**src/rtl/launchpad_mode_led.sv**
```systemverilog
// rtl/launchpad_mode_led.sv - mode latch, record FSM and blinking LED banks; MODE_DEBOUNCE_EN adds key debounce
module launchpad_mode_led #(
    parameter int NUM_MODES  = 4,
    parameter int REC_MODE   = 2,
    parameter int LOOP_MODE  = 3,
    parameter int BLINK_HALF = 12000000,
    parameter int HOLD_CYC   = 72000000,
    parameter int WAIT_CYC   = 72000000,
    parameter int DEB_CYC    = 240000,
    localparam int MW = (NUM_MODES > 1) ? $clog2(NUM_MODES) : 1,
    localparam int LW = 2 * NUM_MODES
) (
    input  logic          CLK,
    input  logic          RESET,
    input  logic [NUM_MODES-1:0] MODE_KEY,
    input  logic          Mode_Switch,
    output logic [LW-1:0] LED,
    output logic [MW-1:0] MODE,
    output logic          MODE_VALID,
    output logic          REC_ARMED,
    output logic          REC_ACTIVE,
    output logic          BLINK
);

    localparam int BW = $clog2(BLINK_HALF);
    localparam int HW = $clog2(HOLD_CYC);
    localparam int WW = $clog2(WAIT_CYC);

    typedef enum logic [1:0] {S_IDLE, S_ARMED, S_REC} rec_state_t;

    logic [NUM_MODES-1:0] key;

`ifdef MODE_DEBOUNCE_EN
    localparam int DW = (DEB_CYC > 1) ? $clog2(DEB_CYC) : 1;
    logic [DW-1:0] deb_cnt [NUM_MODES];

    // Filtered bit follows the raw bit only after DEB_CYC consecutive differing samples
    always_ff @(posedge CLK) begin
        if (RESET) begin
            key <= '0;
            for (int i = 0; i < NUM_MODES; i++) deb_cnt[i] <= '0;
        end else begin
            for (int i = 0; i < NUM_MODES; i++) begin
                if (MODE_KEY[i] != key[i]) begin
                    if (deb_cnt[i] == DW'(DEB_CYC - 1)) begin
                        key[i]     <= MODE_KEY[i];
                        deb_cnt[i] <= '0;
                    end else begin
                        deb_cnt[i] <= deb_cnt[i] + 1'b1;
                    end
                end else begin
                    deb_cnt[i] <= '0;
                end
            end
        end
    end
`else
    assign key = MODE_KEY;
`endif

    logic          key_any;
    logic [MW-1:0] key_sel;

    always_comb begin
        key_any = |key;
        key_sel = '0;
        for (int i = NUM_MODES - 1; i >= 0; i--) begin
            if (key[i]) key_sel = MW'(i);
        end
    end

    always_ff @(posedge CLK) begin
        if (RESET) begin
            MODE       <= '0;
            MODE_VALID <= 1'b0;
        end else if (key_any) begin
            MODE       <= key_sel;
            MODE_VALID <= 1'b1;
        end
    end

    logic [BW-1:0] blink_cnt;

    always_ff @(posedge CLK) begin
        if (RESET) begin
            blink_cnt <= '0;
            BLINK     <= 1'b0;
        end else if (blink_cnt == BW'(BLINK_HALF - 1)) begin
            blink_cnt <= '0;
            BLINK     <= ~BLINK;
        end else begin
            blink_cnt <= blink_cnt + 1'b1;
        end
    end

    rec_state_t    state, state_nxt;
    logic [HW-1:0] hold_cnt, hold_nxt;
    logic [WW-1:0] wait_cnt, wait_nxt;
    logic          rec_key;
    logic          rec_run;

    assign rec_key = key[REC_MODE];
    assign rec_run = MODE_VALID && (MODE == MW'(REC_MODE));

    always_comb begin
        state_nxt = state;
        hold_nxt  = hold_cnt;
        wait_nxt  = wait_cnt;
        // Leaving the record mode aborts on the same edge the new mode latches
        if (key_any && key_sel != MW'(REC_MODE)) begin
            state_nxt = S_IDLE;
            hold_nxt  = '0;
            wait_nxt  = '0;
        end else if (rec_run) begin
            case (state)
                S_IDLE, S_REC: begin
                    if (!rec_key) begin
                        hold_nxt = '0;
                    end else if (hold_cnt == HW'(HOLD_CYC - 1)) begin
                        hold_nxt  = '0;
                        state_nxt = (state == S_IDLE) ? S_ARMED : S_IDLE;
                    end else begin
                        hold_nxt = hold_cnt + 1'b1;
                    end
                end
                S_ARMED: begin
                    if (rec_key) begin
                        wait_nxt = '0;
                    end else if (wait_cnt == WW'(WAIT_CYC - 1)) begin
                        wait_nxt  = '0;
                        state_nxt = S_REC;
                    end else begin
                        wait_nxt = wait_cnt + 1'b1;
                    end
                end
                default: state_nxt = S_IDLE;
            endcase
        end
    end

    always_ff @(posedge CLK) begin
        if (RESET) begin
            state    <= S_IDLE;
            hold_cnt <= '0;
            wait_cnt <= '0;
        end else begin
            state    <= state_nxt;
            hold_cnt <= hold_nxt;
            wait_cnt <= wait_nxt;
        end
    end

    assign REC_ARMED  = (state == S_ARMED);
    assign REC_ACTIVE = (state == S_REC);

    logic [LW-1:0] one_hot, pattern, bank_a_nxt, bank_b_nxt, bank_a, bank_b;

    always_comb begin
        one_hot    = LW'(1) << MODE;
        pattern    = ~(one_hot | (one_hot << NUM_MODES));
        bank_a_nxt = '1;
        bank_b_nxt = '1;
        if (MODE_VALID) begin
            if (MODE == MW'(REC_MODE) && state == S_REC) begin
                if (BLINK) begin
                    bank_a_nxt = pattern;
                    bank_b_nxt = pattern;
                end
            end else if (MODE == MW'(LOOP_MODE)) begin
                bank_a_nxt = pattern;
                if (BLINK) bank_b_nxt = pattern;
            end else begin
                bank_a_nxt = pattern;
                bank_b_nxt = pattern;
            end
        end
    end

    always_ff @(posedge CLK) begin
        if (RESET) begin
            bank_a <= '1;
            bank_b <= '1;
        end else begin
            bank_a <= bank_a_nxt;
            bank_b <= bank_b_nxt;
        end
    end

    assign LED = Mode_Switch ? bank_b : bank_a;

endmodule

```
**config.mk**
```make
export PLATFORM = sky130hd
export DESIGN_NAME = launchpad_mode_led
export DESIGN_NICKNAME = d
export VERILOG_FILES = /design/src/rtl/launchpad_mode_led.sv
export SDC_FILE = /design/constraint.sdc
export NUM_CORES = 1
export LEC_CHECK = 0
export BUFFER_PORTS_ARGS = -buffer_cell sky130_fd_sc_hd__buf_2
export CORE_MARGIN = 3
export CORE_UTILIZATION = 40
export DETAILED_ROUTE_END_ITERATION = 6
export REMOVE_ABC_BUFFERS = 1
export SYNTH_ARGS = -nofsm -noshare
export SYNTH_HDL_FRONTEND = slang
export SYNTH_SLANG_ARGS = --single-unit
```
**constraint.sdc**
```tcl
create_clock -name CLK -period 4.11 [get_ports CLK]
set_input_delay 0.822 -clock CLK [delete_from_list [all_inputs] [get_ports CLK]]
set_output_delay 0.822 -clock CLK [all_outputs]
set_load 0.02 [all_outputs]
```
==> flow_metrics.tcl <==
set metrics [dict create \
    fin_ws_ns 1.74 \
    dieHeight_microns 110 \
    syn_area_per_cell_sq_um 8.54 \
    path_max_fanout 27 \
    critPathCaptureType "flop" \
    holdWs_ns 0.429 \
    worst_pin_slew_ns 1.04 \
    seqCellArea_sq_um 1840 \
    synthMuxAreaShare_pct 1.05 \
    leakage_nw 1.37 \
    finish.utilization_pct 44.5 \
    fill_cells 1037 \
    cts-resized-gates 0 \
    clkTransAtPathRegs_ns 0.10 \
    initial_core_util_pct 41.3 \
    peakVddDrop_v 0.000159 \
    synth_compound_area_share_pct 4.67 \
    core_sq_um 10400 \
    cts_tree "done" \
    slew_viol_final 0 \
    powerDensity_nw_per_um2 327 \
    synth_area_sq_um 4290 \
    clock-sinks 92 \
    grt_util_all_layers_pct 14.7 \
    placedInstanceArea_sq_um 4430 \
    maxCapViolations 0 \
    gp_congestion 0.742 \
    min_period_ns 2.37 \
    synth-async-reset-ratio_pct 0 \
    maxSlewHeadroom_pct 29.8 \
    wire_per_inst_microns 12.7 \
    routed_via_density 5.19 \
    place_hpwl_microns 5580 \
    dp.cells 631 \
    required_ns 4.32 \
    synth-edff-count 0 \
    drt_iter0_drc 203 \
    hp-class "flop to flop" \
    dr.pass1.iters 4 \
    hold_viol_final 0 \
    fin_crit_sh_pct 57.7 \
    synthSimpleGateAreaFrac_pct 32.7 \
    rr_worst_depth 5 \
    postRouteAntennaNets 0 \
    min-delay-start "BLINK" \
    synthAdderAreaFrac_pct 0.876 \
    nets 516 \
    fin_cells 647 \
    drt_wl_total_microns 8200 \
    synth_cell_types 46 \
    yosys.area_share.xor_xnor_pct 13.7 \
    clk_latency_ns 0.36 \
    htree_levels 3 \
    ys_warn_count 0 \
    antenna_found_initial 0 \
    reg2reg_slack_ns 1.74 \
    hold_end "bank_b[3]" \
    root_buffer "clkbuf_8" \
    r2r_end "wait_cnt[12]" \
    clock_path_buffers 2 \
    drive_gt1_share_pct 10.2 \
    power_mw 1.51 \
    area_growth_pct 7.77 \
    synth_ff_type "dfxtp_1" \
    finalSetupViolCount 0 \
    io_buffers 20 \
    vias 3356 \
    cp.arrival_ns 2.58 \
    grt_pass1_vias 3176 \
    dieArea_sq_um 12000 \
    criticalPathCategory "flop to flop" \
    cts_setup_buffers 0 \
    whs_path_depth 1 \
    hold_buffers 0 \
    grt_pass1_wl_microns 14400 \
    worstSetupStartpointType "flop" \
    boundaryPins 21 \
    skew_ns 0.0102 \
    dpl_worst_slack_ns 1.69 \
    synth_cells 502 \
    timing.setup.tns_ns 0 \
    rsz0062_at_grt "false" \
    ys_ff_latch 92 \
    antenna_cells 0 \
    grt_overflow 0 \
    grt_max_degree 28 \
    multi_input_area_sq_um 2270 \
    yosysSeqAreaShare_pct 43.0 \
    fin_area_sq_um 4620 \
    synth_top_family_by_area "simple AND/OR/NAND/NOR gates" \
    outcome "complete, no violations" \
    fmax_mhz 422 \
    drc_errors 0 \
    rows 37 \
    cts_buffers 9 \
    die_w_microns 110 \
    r2r-start "wait_cnt[9]" \
]
## power breakdown
part	internal, mW	total [mW]	switching, mW	leakage (nW)
Clock	0.241	0.564	0.323	0.0893
Sequential	0.896	0.902	0.00601	0.743
Combinational	0.0142	0.0415	0.0272	0.538
## critical path: stages (launching register included)
cell and delay (ns):
dfxtp_1 0.38, nor4b_1 0.39, nand4_1 0.19, o21bai_1 0.38
a21o_1 0.76, nor2_1 0.12
## layout by cell type (no fill, tap or decap), drive strengths merged, types with 3 or more instances in the layout
cell type  count
nand4         21
nand2         23
xor2          19
a21oi         10
inv           16
nand3b         4
or4            4
nor3          18
xnor2         48
buf           20
dfxtp         92
clkbuf        10
nor4bb         3
o21ai          9
mux2           4
or3            7
nand2b         3
and3           9
nand3         32
ha             3
nor4b          4
or4b           6
nor2          91
and4          10
nor2b          5
nor4          18
## logic make-up (layout without fill, tap and decap cells)
logic type      count (synthesis)  in the layout
mux                             4              4
fa+ha+maj                       3              3
compound gates                 32             32
flops                          92             92
simple gates                  263            263
xor+xnor                       67             67
buf+inv                        41             50
## registers in the layout (all words and copies together), names as in the netlist
| register | count |
|---|---|
| MODE | 2 |
| MODE_VALID | 1 |
| blink_cnt | 24 |
| state | 2 |
| BLINK | 1 |
| hold_cnt | 27 |
| bank_a | 4 |
| bank_b | 4 |
| wait_cnt | 27 |
## cell type report
class | count | share of cell area [%]
clock buffer | 10 | 2.98
sequential | 92 | 39.9
multi-input combinational | 369 | 49.1
timing repair buffer | 20 | 2.17
inverter | 14 | 1.14
clock inverter | 6 | 1.00
tap | 136 | 3.68
## synth_stat cells (2+ instances only)
library cell | number | area (sq um)
and3_1 | 8 | 50.1
nand3b_1 | 4 | 30.0
mux2_2 | 4 | 45.0
nand2_1 | 23 | 86.3
o21ai_0 | 9 | 45.0
a21oi_1 | 10 | 50.1
buf_2 | 4 | 20.0
a21o_1 | 2 | 15.0
a211o_1 | 2 | 17.5
and4_1 | 10 | 87.6
nand2b_1 | 3 | 18.8
xor2_1 | 19 | 166
or4b_2 | 5 | 50.1
and2_1 | 2 | 12.5
nor4b_1 | 4 | 35.0
a31oi_1 | 2 | 12.5
nor4bb_1 | 3 | 30.0
nor3_1 | 18 | 90.1
or4_1 | 3 | 22.5
o31ai_1 | 2 | 15.0
ha_1 | 3 | 37.5
nor2b_1 | 5 | 31.3
buf_4 | 4 | 30.0
clkbuf_1 | 17 | 63.8
nor2_1 | 91 | 342
xnor2_1 | 48 | 420
or3_1 | 6 | 37.5
buf_1 | 2 | 7.51
dfxtp_1 | 92 | 1840
nand4_1 | 21 | 131
inv_1 | 14 | 52.6
nand3_1 | 31 | 155
nor4_1 | 18 | 113
## layer usage
metal	global-route usage, %	wire length, microns
met1	17.9	3940
met2	25.7	3980
met3	4.29	205
met4	3.29	72
met5	0	0
## worst max path at each step
| stage | start | to | slack [ns] |
|---|---|---|---|
| finish | wait_cnt[9] | wait_cnt[12] | 1.74 |
| global route | wait_cnt[9] | wait_cnt[25] | 1.54 |
| CTS | wait_cnt[9] | wait_cnt[13] | 1.72 |
| detailed placement | MODE_KEY[2] | wait_cnt[13] | 1.69 |
| global placement | wait_cnt[17] | wait_cnt[23] | 1.71 |
| floorplan | MODE_VALID | hold_cnt[26] | 1.95 |
Power figures use the tool's default switching activity.
